===== src/rtl/mmio_io_hub.sv =====
// -----------------------------------------------------------------------------
// mmio_io_hub
//
// Purpose:
//   Memory-mapped I/O hub for a small CPU. It exposes N_IN read-only input
//   channels, N_OUT write-only output registers (each with a one-cycle write
//   strobe), and an interrupt block with edge-detected pending bits, a mask
//   register and a registered interrupt request.
//
// Address map (exact 32-bit compare, everything else unmapped):
//   BASE_ADDR + 0x000 + 0x20*k : input channel k   (read)
//   BASE_ADDR + 0x200 + 0x20*k : output register k (write; read when enabled)
//   BASE_ADDR + 0x400          : PENDING (read, write-1-to-clear)
//   BASE_ADDR + 0x404          : MASK    (read/write)
//
// Configuration macro:
//   MMIO_READBACK_EN : when defined, reads of output register k return
//                      OUT_DATA[k]; when undefined they return 0 and no
//                      readback multiplexer is built.
//
// Ports:
//   CLK        in   1          single clock, rising edge
//   RST_N      in   1          synchronous active-low reset
//   IOBUS_ADDR in   32         CPU MMIO address
//   IOBUS_OUT  in   32         CPU write data
//   IOBUS_WR   in   1          CPU write strobe
//   IOBUS_IN   out  32         combinational read data to the CPU
//   IN_DATA    in   32*N_IN    input channel k at bits [32k+31:32k]
//   OUT_DATA   out  32*N_OUT   output register k at bits [32k+31:32k]
//   OUT_WE     out  N_OUT      one-cycle write strobe per output register
//   IRQ_IN     in   N_IRQ      level interrupt sources, synchronous to CLK
//   INTR       out  1          registered interrupt request
// -----------------------------------------------------------------------------
module mmio_io_hub #(
   parameter logic [31:0] BASE_ADDR = 32'h1100_0000,
   parameter int          N_IN      = 4,
   parameter int          N_OUT     = 4,
   parameter int          N_IRQ     = 2
) (
   input  logic                 CLK,
   input  logic                 RST_N,
   input  logic [31:0]          IOBUS_ADDR,
   input  logic [31:0]          IOBUS_OUT,
   input  logic                 IOBUS_WR,
   output logic [31:0]          IOBUS_IN,
   input  logic [32*N_IN-1:0]   IN_DATA,
   output logic [32*N_OUT-1:0]  OUT_DATA,
   output logic [N_OUT-1:0]     OUT_WE,
   input  logic [N_IRQ-1:0]     IRQ_IN,
   output logic                 INTR
);

   localparam logic [31:0] OUT_BASE  = BASE_ADDR + 32'h0000_0200;
   localparam logic [31:0] PEND_ADDR = BASE_ADDR + 32'h0000_0400;
   localparam logic [31:0] MASK_ADDR = BASE_ADDR + 32'h0000_0404;

   logic [32*N_OUT-1:0] r_out_data;
   logic [N_OUT-1:0]    r_out_we;
   logic [N_IRQ-1:0]    r_irq_q;
   logic [N_IRQ-1:0]    r_pending;
   logic [N_IRQ-1:0]    r_mask;
   logic                r_intr;

   logic [N_OUT-1:0]    w_out_wr;
   logic                w_pend_sel;
   logic                w_mask_sel;
   logic [N_IRQ-1:0]    w_rise;
   logic [N_IRQ-1:0]    w_clr;
   logic [N_IRQ-1:0]    w_pend_nxt;
   logic [31:0]         w_rdata;

   // Write decode
   always_comb begin
      w_out_wr = '0;
      for (int k = 0; k < N_OUT; k++) begin
         if (IOBUS_WR && (IOBUS_ADDR == OUT_BASE + 32'(k) * 32'h20)) begin
            w_out_wr[k] = 1'b1;
         end
      end
   end

   assign w_pend_sel = (IOBUS_ADDR == PEND_ADDR);
   assign w_mask_sel = (IOBUS_ADDR == MASK_ADDR);

   // Pending update: set on a fresh rising level, W1C from the CPU.
   // Applying the set after the clear makes a coincident set win.
   assign w_rise     = IRQ_IN & ~r_irq_q;
   assign w_clr      = (IOBUS_WR && w_pend_sel) ? IOBUS_OUT[N_IRQ-1:0] : '0;
   assign w_pend_nxt = (r_pending & ~w_clr) | w_rise;

   always_ff @(posedge CLK) begin
      // The edge detector keeps sampling IRQ_IN while in reset, so a level
      // already high when reset releases is not mistaken for a new edge.
      r_irq_q <= IRQ_IN;
      if (!RST_N) begin
         r_out_data <= '0;
         r_out_we   <= '0;
         r_pending  <= '0;
         r_mask     <= '0;
         r_intr     <= 1'b0;
      end else begin
         r_out_we <= w_out_wr;
         for (int k = 0; k < N_OUT; k++) begin
            if (w_out_wr[k]) begin
               r_out_data[32*k +: 32] <= IOBUS_OUT;
            end
         end
         r_pending <= w_pend_nxt;
         if (IOBUS_WR && w_mask_sel) begin
            r_mask <= IOBUS_OUT[N_IRQ-1:0];
         end
         // Uses the registered pending/mask, giving two edges from IRQ_IN
         // rising to INTR high.
         r_intr <= |(r_pending & r_mask);
      end
   end

   // Combinational read mux, independent of reset
   always_comb begin
      w_rdata = 32'h0;
      for (int k = 0; k < N_IN; k++) begin
         if (IOBUS_ADDR == BASE_ADDR + 32'(k) * 32'h20) begin
            w_rdata = IN_DATA[32*k +: 32];
         end
      end
`ifdef MMIO_READBACK_EN
      for (int k = 0; k < N_OUT; k++) begin
         if (IOBUS_ADDR == OUT_BASE + 32'(k) * 32'h20) begin
            w_rdata = r_out_data[32*k +: 32];
         end
      end
`endif
      if (w_pend_sel) begin
         w_rdata = 32'(r_pending);
      end
      if (w_mask_sel) begin
         w_rdata = 32'(r_mask);
      end
   end

   assign IOBUS_IN = w_rdata;
   assign OUT_DATA = r_out_data;
   assign OUT_WE   = r_out_we;
   assign INTR     = r_intr;

endmodule


===== config.mk =====
export PLATFORM = sky130hd
export DESIGN_NAME = mmio_io_hub
export DESIGN_NICKNAME = d
export VERILOG_FILES = /design/src/rtl/mmio_io_hub.sv
export SDC_FILE = /design/constraint.sdc
export NUM_CORES = 1
export LEC_CHECK = 0
export ABC_AREA = 1
export CORE_AREA = 2 2 141 143
export CTS_BUF_LIST = sky130_fd_sc_hd__clkbuf_8
export DETAILED_ROUTE_END_ITERATION = 8
export DIE_AREA = 0 0 143 145
export PLACE_DENSITY = 0.72
export SYNTH_ARGS = -nofsm -noshare
export SYNTH_HDL_FRONTEND = slang
export SYNTH_SLANG_ARGS = --single-unit
export TNS_END_PERCENT = 10

===== constraint.sdc =====
create_clock -name CLK -period 1.7 [get_ports CLK]
set_input_delay 0.255 -clock CLK [delete_from_list [all_inputs] [get_ports CLK]]
set_output_delay 0.255 -clock CLK [all_outputs]
set_load 0.005 [all_outputs]

==> metrics.yaml, run 1 <==
synthTopCellsByCount: "172 x inv_1, 154 x nor2_1, 139 x dfxtp_1, 132 x nand2_1, 99 x a211oi_1"
min_period_ns: 2.19
port_buffers: 361
max_stage_delay_ns: 0.20
cts_buffers: 17
core_um2: 19200
path_cells: "clkdlybuf4s15_2 > nor2_4 > nand2_4 > nor2_4 > buf_6 > nand3_4 > buf_12 > buf_6 > buf_6 > o21ai_2 > a21o_1 > nand2_1 > buf_2"
maxCapViolations: 0
synth_nets: 1165
power.density_nw_per_um2: 531
syn_inst: 968
cts-root-buf: "clkbuf_8"
worstSetupStartpoint: "IOBUS_ADDR[14]"
clock_path_buffers: 2
cpMostUsedCell: "buf_6"
pre_cts_ws_ns: -1.24
die-area_um2: 20700
hold_viol: 0
worst_pin_slew_ns: 0.410
fin_ws_ns: -0.491
setup_violations: 65
ys_ff_latch: 139
area_growth_pct: 80.5
track_usage_pct: 27.5
pwr-share-comb_pct: 10.5
grt_pass1_vias: 8048
vias: 8031
clock_skew_ns: 0.00656
pwr-share-clk_pct: 40.2
status: "complete, but fails checks"
switching_share_pct: 25.4
cts_tree: "yes"
critPathLaunchType: "input pin"
antenna_found_initial: 3
synth_async_sr_flop_share_pct: 0
final_nets: 1590
worst-setup-path-type: "input pin to output pin"
drt_first_pass_iters: 5
arrival_ns: 1.94
p_int_mw: 4.94
timing.fmax_mhz: 457
crit_slowest_cell: "clkdlybuf4s15_2"
p_leak_nw: 5.11
yosysSeqAreaShare_pct: 40.3
hold_class: "input pin to flop"
yosys.cell_types.count: 24
drt.antenna.violating_nets: 0
synthTopCellsByArea: "dfxtp_1 40%, a211oi_1 11%, inv_1 9.4%"
overflow: 0
ir_drop_v: 0.000629
rows: 51
relSlewSlack_pct: 72.5
clk_latency_ns: 0.44
synth_top_area_share_pct: 40.3
syn_area_um2: 6900
dieHeight_um: 145
required_ns: 1.44
cts_num_sinks: 139
power_switching_mw: 1.68
place.gp.congestion: 0.935
avgRoutedWirePerCell_um: 17.1
cp_num_buf_inv: 6
maxSlewViolCount: 0
crit_fanout: 7
regToRegStartpoint: "OUT_DATA[120]$_SDFFE_PN0P_"
min_period_over_period_pct: 129
synthFlopType: "dfxtp_1"
fin_setup_tns_ns: -21.87
yosysTopAreaCell: "dfxtp_1"
avgSynthCellArea_um2: 7.13
grt_pass1_wl_um: 44600
critical_path.top_delay_family: "buffers and inverters"
drive_above_1_share_pct: 23.8
cts.clk_slew.worst_paths_ns: 0.08
hpwl_um: 20100
via_per_inst: 4.79
die_w_um: 143
min-delay-start: "IRQ_IN[1]"
yosysWarnings: 0
synthMostInstantiatedCell: "inv_1"
drtIter0Drc: 428
sequentialPowerShare_pct: 49.3
synth_edf_count: 0
htreeDepth: 4
crit_path_end_kind: "output pin"
drc: 0
grt_max_degree: 66
rsz0062_at_grt: "yes"
start_util_pct: 35.9
io_pins: 362
violations: "setup timing"
totalWireLength_um: 28700
final timing paths:
check | cells past startpoint | slack (ns) | to
max reg2reg | 2 | 0.95 | OUT_DATA[120]$_SDFFE_PN0P_
min | 1 | 0.29 | r_irq_q[1]$_DFF_P_
max | 13 | -0.49 | IOBUS_IN[11]
min reg2reg | 2 | 0.46 | OUT_DATA[88]$_SDFFE_PN0P_
stage by stage:
step / total power [mW] / std cells / hold slack (ns) / cell area, µm² / utilization [%]
2_1_floorplan: 3.43 / 968 / 0.283 / 6900 / -
3_3_place_gp: 3.99 / 1586 / 0.442 / 11200 / 58.4
4_1_cts: 6.67 / 1670 / 0.258 / 12400 / 64.6
5_1_grt: 6.89 / 1675 / 0.267 / 12500 / 64.9
3_5_place_dp: 3.99 / 1586 / 0.443 / 11200 / 58.4
6_report: 6.62 / 1675 / 0.286 / 12500 / 64.9
timing repair:
item / CTS / global route
resized for setup: 381 / 34
hold buffers: 0 / 0
hold endpoints to repair: 0 / 0
endpoints found under the setup margin: 162 / 66
pin swaps: 71 / 33
setup buffers: 43 / 5
gates cloned: 10 / 0
power by group through the flow:
stage          sequential (mW)  clock, mW  combinational (mW)
6_report                  3.26       2.66               0.694
5_1_grt                   3.26       2.89               0.735
4_1_cts                   3.26       2.73               0.676
3_5_place_dp              3.34          0               0.653
3_3_place_gp              3.34          0               0.654
2_1_floorplan             3.34          0              0.0929
logic make-up (layout without fill, tap and decap cells):
group / Yosys count / count (layout) / synth area share [%]
DFF: 139 / 139 / 40.3
and+or+nand+nor: 366 / 366 / 22.2
other: 0 / 4 / 0
buffers and inverters: 245 / 683 / 14.3
AOI/OAI and AO/OA: 218 / 218 / 23.2
cell type report:
class                      instances  area [µm²]
clock buffer                      18         248
sequential                       139        2780
fill                            1627        6750
timing repair buffer             476        4740
antenna                            4        10.0
inverter                         175         667
clock inverter                    14         146
tap                              265         332
multi-input combinational        584        3530
layer usage:
metal	up-vias	global-route usage [%]	wire, µm
met5	-	0	0
met4	0	14.9	1480
met3	90	9.57	2340
met2	321	43.5	13400
met1	3621	32.5	11400
li1	3999	-	-
cell usage in the layout (no fill, tap or decap), drive strengths merged, types with 19 or more instances in the layout:
master,count
nand2,132
clkbuf,22
o21ai,54
buf,169
nand3,44
inv,184
clkdlybuf4s50,296
dfxtp,139
a21o,19
nor2,158
a211oi,128
state kept, by name, summed over array words and instances, names as in the netlist:
register / cells
OUT_DATA: 128
r_pending: 2
OUT_WE: 4
r_mask: 2
r_irq_q: 2
INTR: 1
(Power assumes the default switching activity.)
==> run 2, diff against run 1 <==
--- a/config.mk
+++ b/config.mk
@@ -8,6 +8,8 @@
 export ABC_AREA = 1
 export CORE_AREA = 2 2 141 143
 export CTS_BUF_LIST = sky130_fd_sc_hd__clkbuf_8
+export CTS_CLUSTER_DIAMETER = 50
+export CTS_CLUSTER_SIZE = 16
 export DETAILED_ROUTE_END_ITERATION = 8
 export DIE_AREA = 0 0 143 145
 export PLACE_DENSITY = 0.72
==> results of run 2 <==
No change in the layout: final DEF, timing and power equal those of run 1.
==> run 3, diff against run 2 <==
--- a/config.mk
+++ b/config.mk
@@ -8,7 +8,7 @@
 export ABC_AREA = 1
 export CORE_AREA = 2 2 141 143
 export CTS_BUF_LIST = sky130_fd_sc_hd__clkbuf_8
-export CTS_CLUSTER_DIAMETER = 50
+export CTS_CLUSTER_DIAMETER = 30
 export CTS_CLUSTER_SIZE = 16
 export DETAILED_ROUTE_END_ITERATION = 8
 export DIE_AREA = 0 0 143 145
==> results of run 3 <==
No change in the layout: final DEF, timing and power equal those of run 1.
==> patch 1: new RTL, settings of run 1 <==
Change the parameter `N_IN` from 4 to 2.
--- a/src/rtl/mmio_io_hub.sv
+++ b/src/rtl/mmio_io_hub.sv
@@ -34,5 +34,5 @@
 module mmio_io_hub #(
    parameter logic [31:0] BASE_ADDR = 32'h1100_0000,
-   parameter int          N_IN      = 4,
+   parameter int          N_IN      = 2,
    parameter int          N_OUT     = 4,
    parameter int          N_IRQ     = 2
Interface: changed (resized IN_DATA); port bits go from 362 to 298. No check against the original RTL was run, so the function may have changed too.
==> patch 1 against run 1 <==
- the run still ends with negative setup slack left
- final area fell by 9.7%
- worst hold slack got worse by 0.038 ns
- power rose by 4.4%
- synthesized area fell by 14%
- worst setup slack improved by 0.10 ns
- wire length fell by 3.1%
- sequential cell count did not move
- highest routed layer is now met5
==> patch 1: results (changes against run 1) <==
Status
  – Status: finished with violations (unchanged)
  – Failing checks: negative setup slack (unchanged)

Setup path
  – Critical path data arrival time: 1.83 ns (was 1.94 ns)
  – CP max FO: 7 (unchanged)

Yosys
  – Synth cell types: 21 (was 24)
  – Adder-cell share of the synthesized area: 0% (unchanged)
  – Ys Warns: 0 (unchanged)
  – Ranking of synthesized cells by area: dfxtp_1, a21oi_1, o21ai_0 (was dfxtp_1, a211oi_1, inv_1)
  – Mux cell area share after synthesis: 0% (unchanged)
  – Register area share after synthesis: 46.9% (was 40.3%)
  – Compound-Gate Fraction of Synth Area: 24.8% (was 23.2%)
  – Cell count after synthesis: 822 (was 968)
  – Mapped Nets: 955 (was 1165)
  – Post-synth top cells: dfxtp_1, a21oi_1, inv_1 (was inv_1, nor2_1, dfxtp_1)

Drt
  – 1st-iter DRT viols: 413 (was 428)
  – Vias: 7356 (was 8031)
  – Via/cell ratio: 4.90 (was 4.79)
  – WL/cell: 18.5 µm (was 17.1 µm)

STA
  – Slew Limit Headroom: 70.1% (was 72.5%)
  – Setup slack after layout: -0.389 ns (was -0.491 ns)
  – Clock skew: 0.000871 ns (was 0.00656 ns)
  – Setup TNS Final: -25.59 ns (was -21.87 ns)
  – Setup violators final: 166 (was 65)

GRT
  – Initial antenna violation count: 3 (unchanged)
  – Vias in the first global route: 6991 (was 8048)
  – Met3 usage: 7.95% (was 9.57%)
  – GRT Overall Usage: 23.9% (was 27.5%)
  – Met1 Usage GRT: 29.3% (was 32.5%)
  – Largest net degree at the start of global routing: 44 (was 66)
  – Met2 GRT Util: 37.8% (was 43.5%)
  – Global-route wire length before repair: 38.6 mm (was 44.6 mm)

CTS
  – Root buf cell: clkbuf_8 (unchanged)
  – Skew-Pair Late Insertion Delay: 0.44 ns (about the same)
  – Clk pin slew, worst setup/hold paths: 0.07 ns

Power and ir drop
  – Comb pwr: 0.881 mW (was 0.694 mW)
  – Power consumption: 6.91 mW (was 6.62 mW)
  – Worst VDD drop: 0.000442 V (was 0.000629 V)
  – Leakage: 4.45 nW (was 5.11 nW)
  – P_int: 5.24 mW (was 4.94 mW)
  – Reg power frac: 47.2% (was 49.3%)

Hold path
  – Hold crit path type: input pin to flop (unchanged)

Placed design
  – Port-buffer cells: 297 (was 361)
  – Hpwl dp: 15.6 mm (was 20.1 mm)
  – # placed instances: 1374 (was 1586)
  – Place WS: -1.03 ns (was -1.24 ns)
  – GPL Wtd Cong: 0.807 (was 0.935)

Finish
  – Share of layout cells above drive strength 1: 31.4% (was 23.8%)
  – Filler cell count: 1638 (was 1627)
  – Net count, final: 1357 (was 1590)
==> patch 1: changes by cell type in the layout (fill, tap and decap cells not counted), sizes merged, moves of 9 or more <==
cell / before / now
a211oi: 128 / 0
a21oi: 17 / 133
o21ai: 54 / 161
nand2: 132 / 51
clkdlybuf4s50: 296 / 232
inv: 184 / 121
nor2: 158 / 112
buf: 169 / 189
a21o: 19 / 0
clkbuf: 22 / 33
or2: 10 / 0
nand4: 17 / 8
==> patch 1: area by class of cell <==
type / instances / area (µm²) / share of cell area [%]
Tap cell: 265 / 332 / 2.95
Timing Repair Buffer: 438 / 4220 / 37.5
Inverter: 121 / 464 / 4.12
Clock inverter: 6 / 86.3 / 0.767
Antenna cell: 2 / 5.00 / 0.0445
Clock buffer: 23 / 317 / 2.81
Multi-Input combinational cell: 507 / 3050 / 27.1
Sequential cell: 139 / 2780 / 24.7
==> patch 1: logic make-up after synthesis <==
| family | after synthesis |
|---|---|
| AND/OR/NAND/NOR | 213 |
| buffers and inverters | 176 |
| flip-flops | 139 |
| AO/OA/AOI/OAI | 294 |
==> patch 1: layer usage <==
layer  routed length, µm  vias to the layer above
li1                    -                     3501
met1               11100                     3442
met2               13300                      322
met3                2210                       89
met4                1120                        2
met5                  13                        -
==> patch 1: worst max-delay path, cell delays in order <==
cell and delay (ns):
buf_6 0.08, inv_4 0.04, nor2_4 0.13, nand2_1 0.10, nor2_2 0.13, nand2_2 0.10, nor2_4 0.13, nand2_2 0.09
nor2_4 0.10, buf_6 0.12, buf_6 0.12, buf_16 0.14, nand3_2 0.06, o21ai_1 0.10, buf_2 0.15
==> patch 1: repair_timing <==
action,4_1_cts,5_1_grt
hold buffers,0,0
gates cloned,8,3
buffers inserted,82,4
gates resized for setup,371,169
endpoints found under the setup margin,32,165
pin swaps,37,24
hold endpoints to repair,0,0
==> patch 1: path summary, 6_finish.rpt <==
kind	start	end	slack, ns	cells past startpoint
worst max register to register	r_pending[0]$_SDFF_PN0_	INTR$_SDFF_PN0_	0.87	2
worst max-delay path	IOBUS_ADDR[24]	IOBUS_IN[26]	-0.39	15
worst min-delay path	RST_N	OUT_DATA[11]$_SDFFE_PN0P_	0.25	3
worst min register to register	OUT_DATA[47]$_SDFFE_PN0P_	OUT_DATA[47]$_SDFFE_PN0P_	0.44	2
==> patch 1: metrics by stage <==
| stage | area, µm² | hold WS [ns] |
|---|---|---|
| 2_1_floorplan | 5930 | 0.283 |
| 3_5_place_dp | 9420 | 0.434 |
| 4_1_cts | 10700 | 0.216 |
| 5_1_grt | 11300 | 0.243 |
| 3_3_place_gp | 9420 | 0.429 |
| 6_report | 11300 | 0.248 |
==> patch 2: new RTL, settings of run 1 <==
Without the edit above. Add an input register stage for `IRQ_IN`; this delays it by one clock. The other inputs are not delayed to match. Comments in the files are not updated.
--- a/src/rtl/mmio_io_hub.sv
+++ b/src/rtl/mmio_io_hub.sv
@@ -55,4 +55,10 @@
    localparam logic [31:0] MASK_ADDR = BASE_ADDR + 32'h0000_0404;
 
+   logic [N_IRQ-1:0] IRQ_IN_q;
+
+   always_ff @(posedge CLK) begin
+      IRQ_IN_q <= IRQ_IN;
+   end
+
    logic [32*N_OUT-1:0] r_out_data;
    logic [N_OUT-1:0]    r_out_we;
@@ -85,5 +91,5 @@
    // Pending update: set on a fresh rising level, W1C from the CPU.
    // Applying the set after the clear makes a coincident set win.
-   assign w_rise     = IRQ_IN & ~r_irq_q;
+   assign w_rise     = IRQ_IN_q & ~r_irq_q;
    assign w_clr      = (IOBUS_WR && w_pend_sel) ? IOBUS_OUT[N_IRQ-1:0] : '0;
    assign w_pend_nxt = (r_pending & ~w_clr) | w_rise;
@@ -92,5 +98,5 @@
       // The edge detector keeps sampling IRQ_IN while in reset, so a level
       // already high when reset releases is not mistaken for a new edge.
-      r_irq_q <= IRQ_IN;
+      r_irq_q <= IRQ_IN_q;
       if (!RST_N) begin
          r_out_data <= '0;
Function: changed (Yosys sat finds a counterexample within 4 cycles, from zero or initial values and one cycle with RST_N low).
==> patch 2 against run 1 <==
- the flow still finishes with violations (negative setup slack)
- synthesized cell count decreased by 4.4%
- final area is 2.8% higher
- worst setup slack improved by 0.11 ns
- power shrank 3.2%
- count of clock-buffer cells in the layout shrank 1
- wire length down 3.8%
- global-route usage fell by 1.9 points
- synthesized area grew 5.3%
- sequential cell count rose by 2
- utilization increased by 1.8 points
- critical path type unchanged
- critical endpoint is now IOBUS_IN[17]
- largest cell class unchanged
==> patch 2: results (changes against run 1) <==
Yosys
  – Synth cell types: 28 (was 24)
  – Top FF cell, synth: dfxtp_1 (unchanged)
  – Area leader, netlist: dfxtp_1 (unchanged)
  – Ys Warns: 0 (unchanged)
  – Register area share after synthesis: 38.8% (was 40.3%)
  – Post-synth top cells: inv_1, nor2_1, dfxtp_1 (unchanged)
  – Mapped Nets: 1122 (was 1165)
  – Async SR Flop Fraction: 0% (unchanged)
  – Ranking of synthesized cells by area: dfxtp_1, a211oi_2, inv_1 (was dfxtp_1, a211oi_1, inv_1)

GRT
  – Met3 usage: 6.57% (was 9.57%)
  – Vias in the first global route: 7718 (was 8048)
  – Met2 GRT Util: 44.9% (was 43.5%)
  – Largest net degree at the start of global routing: 66 (unchanged)
  – GRT Overall Usage: 25.6% (was 27.5%)
  – Global-route wire length before repair: 41.3 mm (was 44.6 mm)
  – Initial antenna violation count: 1 (was 3)
  – Met1 Usage GRT: 27.0% (was 32.5%)

STA
  – Clock skew: 0.00304 ns (was 0.00656 ns)
  – Setup violators final: 32 (was 65)
  – Setup slack after layout: -0.378 ns (was -0.491 ns)
  – Worst-Margin Slew: 0.370 ns (was 0.410 ns)

Drt
  – Vias: 7875 (was 8031)
  – DR WL met3: 1.92 mm (was 2.34 mm)
  – Met2 WL post-DR: 13.7 mm (was 13.4 mm)
  – 1st-iter DRT viols: 323 (was 428)
  – Wl on met1: 9.97 mm (was 11.4 mm)
  – Top Metal Used: met4 (unchanged)
  – WL/cell: 17.0 µm (was 17.1 µm)
  – Pre-antenna DRT Iters: 5 (unchanged)

Placed design
  – Hpwl dp: 19.7 mm (was 20.1 mm)
  – Placement Cell Area: 11500 µm² (was 11200 µm²)
  – GPL Wtd Cong: 0.885 (was 0.935)
  – Port-buffer cells: 361 (unchanged)

CTS
  – Hold-fix buffers, CTS: 0 (unchanged)
  – Skew-Pair Late Insertion Delay: 0.44 ns (about the same)
  – Setup repair bufs after CTS: 36 (was 43)
  – CTS buffer count: 17 (unchanged)
  – Max Root-Sink Buffers: 2 (unchanged)
  – Root buf cell: clkbuf_8 (unchanged)
  – Post-cts sizing count: 356 (was 381)
  – Htree depth: 4 (unchanged)

Setup path
  – Critical path data arrival time: 1.82 ns (was 1.94 ns)
  – Critical Path Source: IOBUS_ADDR[3] (was IOBUS_ADDR[14])
  – Largest stage delay, worst path: 0.17 ns (was 0.20 ns)
  – CP max FO: 5 (was 7)
  – CP top delay family: simple AND/OR/NAND/NOR gates (was buffers and inverters)
  – Critical path's slowest cell: nor2_4 (was clkdlybuf4s15_2)
  – Reg-to-reg startpoint: r_mask[0]$_SDFFE_PN0P_ (was OUT_DATA[120]$_SDFFE_PN0P_)

Finish
  – Filler cell count: 1591 (was 1627)
  – Share of layout cells above drive strength 1: 31.8% (was 23.8%)
  – Max FFs per register: 128 (unchanged)
  – Net count, final: 1543 (was 1590)

Status
  – Failing checks: negative setup slack (unchanged)
  – Status: finished with violations (unchanged)

Power and ir drop
  – Worst VDD drop: 0.000362 V (was 0.000629 V)
  – Leakage: 5.07 nW (was 5.11 nW)

Hold path
  – Min-Delay Startpoint: IRQ_IN[0] (was IRQ_IN[1])
[patch 2: logic make-up (layout without fill, tap and decap cells)]
group | count (synthesis) | count (layout) | share of synthesized area, %
flip-flops | 141 | 141 | 38.8
AO/OA/AOI/OAI | 169 | 169 | 25.0
other | 0 | 1 | 0
AND/OR/NAND/NOR | 382 | 382 | 22.5
buffers and inverters | 233 | 666 | 13.7
[patch 2: worst paths after layout]
kind	endpoint	slack (ns)	depth (start not counted)
setup / recovery	IOBUS_IN[17]	-0.38	15
hold / removal	IRQ_IN_q[0]$_DFF_P_	0.25	1
setup reg to reg	INTR$_SDFF_PN0_	0.92	2
hold reg to reg	r_irq_q[1]$_DFF_P_	0.35	0
[patch 2: through the flow]
step / setup slack [ns] / std cells / TNS [ns]
floorplan: 0.0495 / 925 / 0
global placement: -1.19 / 1546 / -86.64
detailed placement: -1.20 / 1546 / -90.56
CTS: -0.348 / 1620 / -9.60
global route: -0.447 / 1624 / -12.53
finish: -0.378 / 1624 / -9.94
[patch 2: final cells by class]
| type | instances | area, µm² | share of cell area (%) |
|---|---|---|---|
| flip-flops and latches | 141 | 2820 | 22.0 |
| well taps | 265 | 332 | 2.59 |
| clock inverters | 14 | 100 | 0.781 |
| diodes | 1 | 2.50 | 0.0195 |
| inverters | 167 | 647 | 5.05 |
| multi-input cells | 551 | 3970 | 31.0 |
| repair inverters | 2 | 21.3 | 0.166 |
| repair buffers | 466 | 4680 | 36.6 |
| clock buffers | 17 | 234 | 1.83 |
[patch 2: power by group]
group,internal (mW),switching (mW),leakage [nW]
sequential,3.31,0.00399,1.14
combinational,0.472,0.296,3.77
clock,1.00,1.32,0.167
total,4.78,1.62,5.07
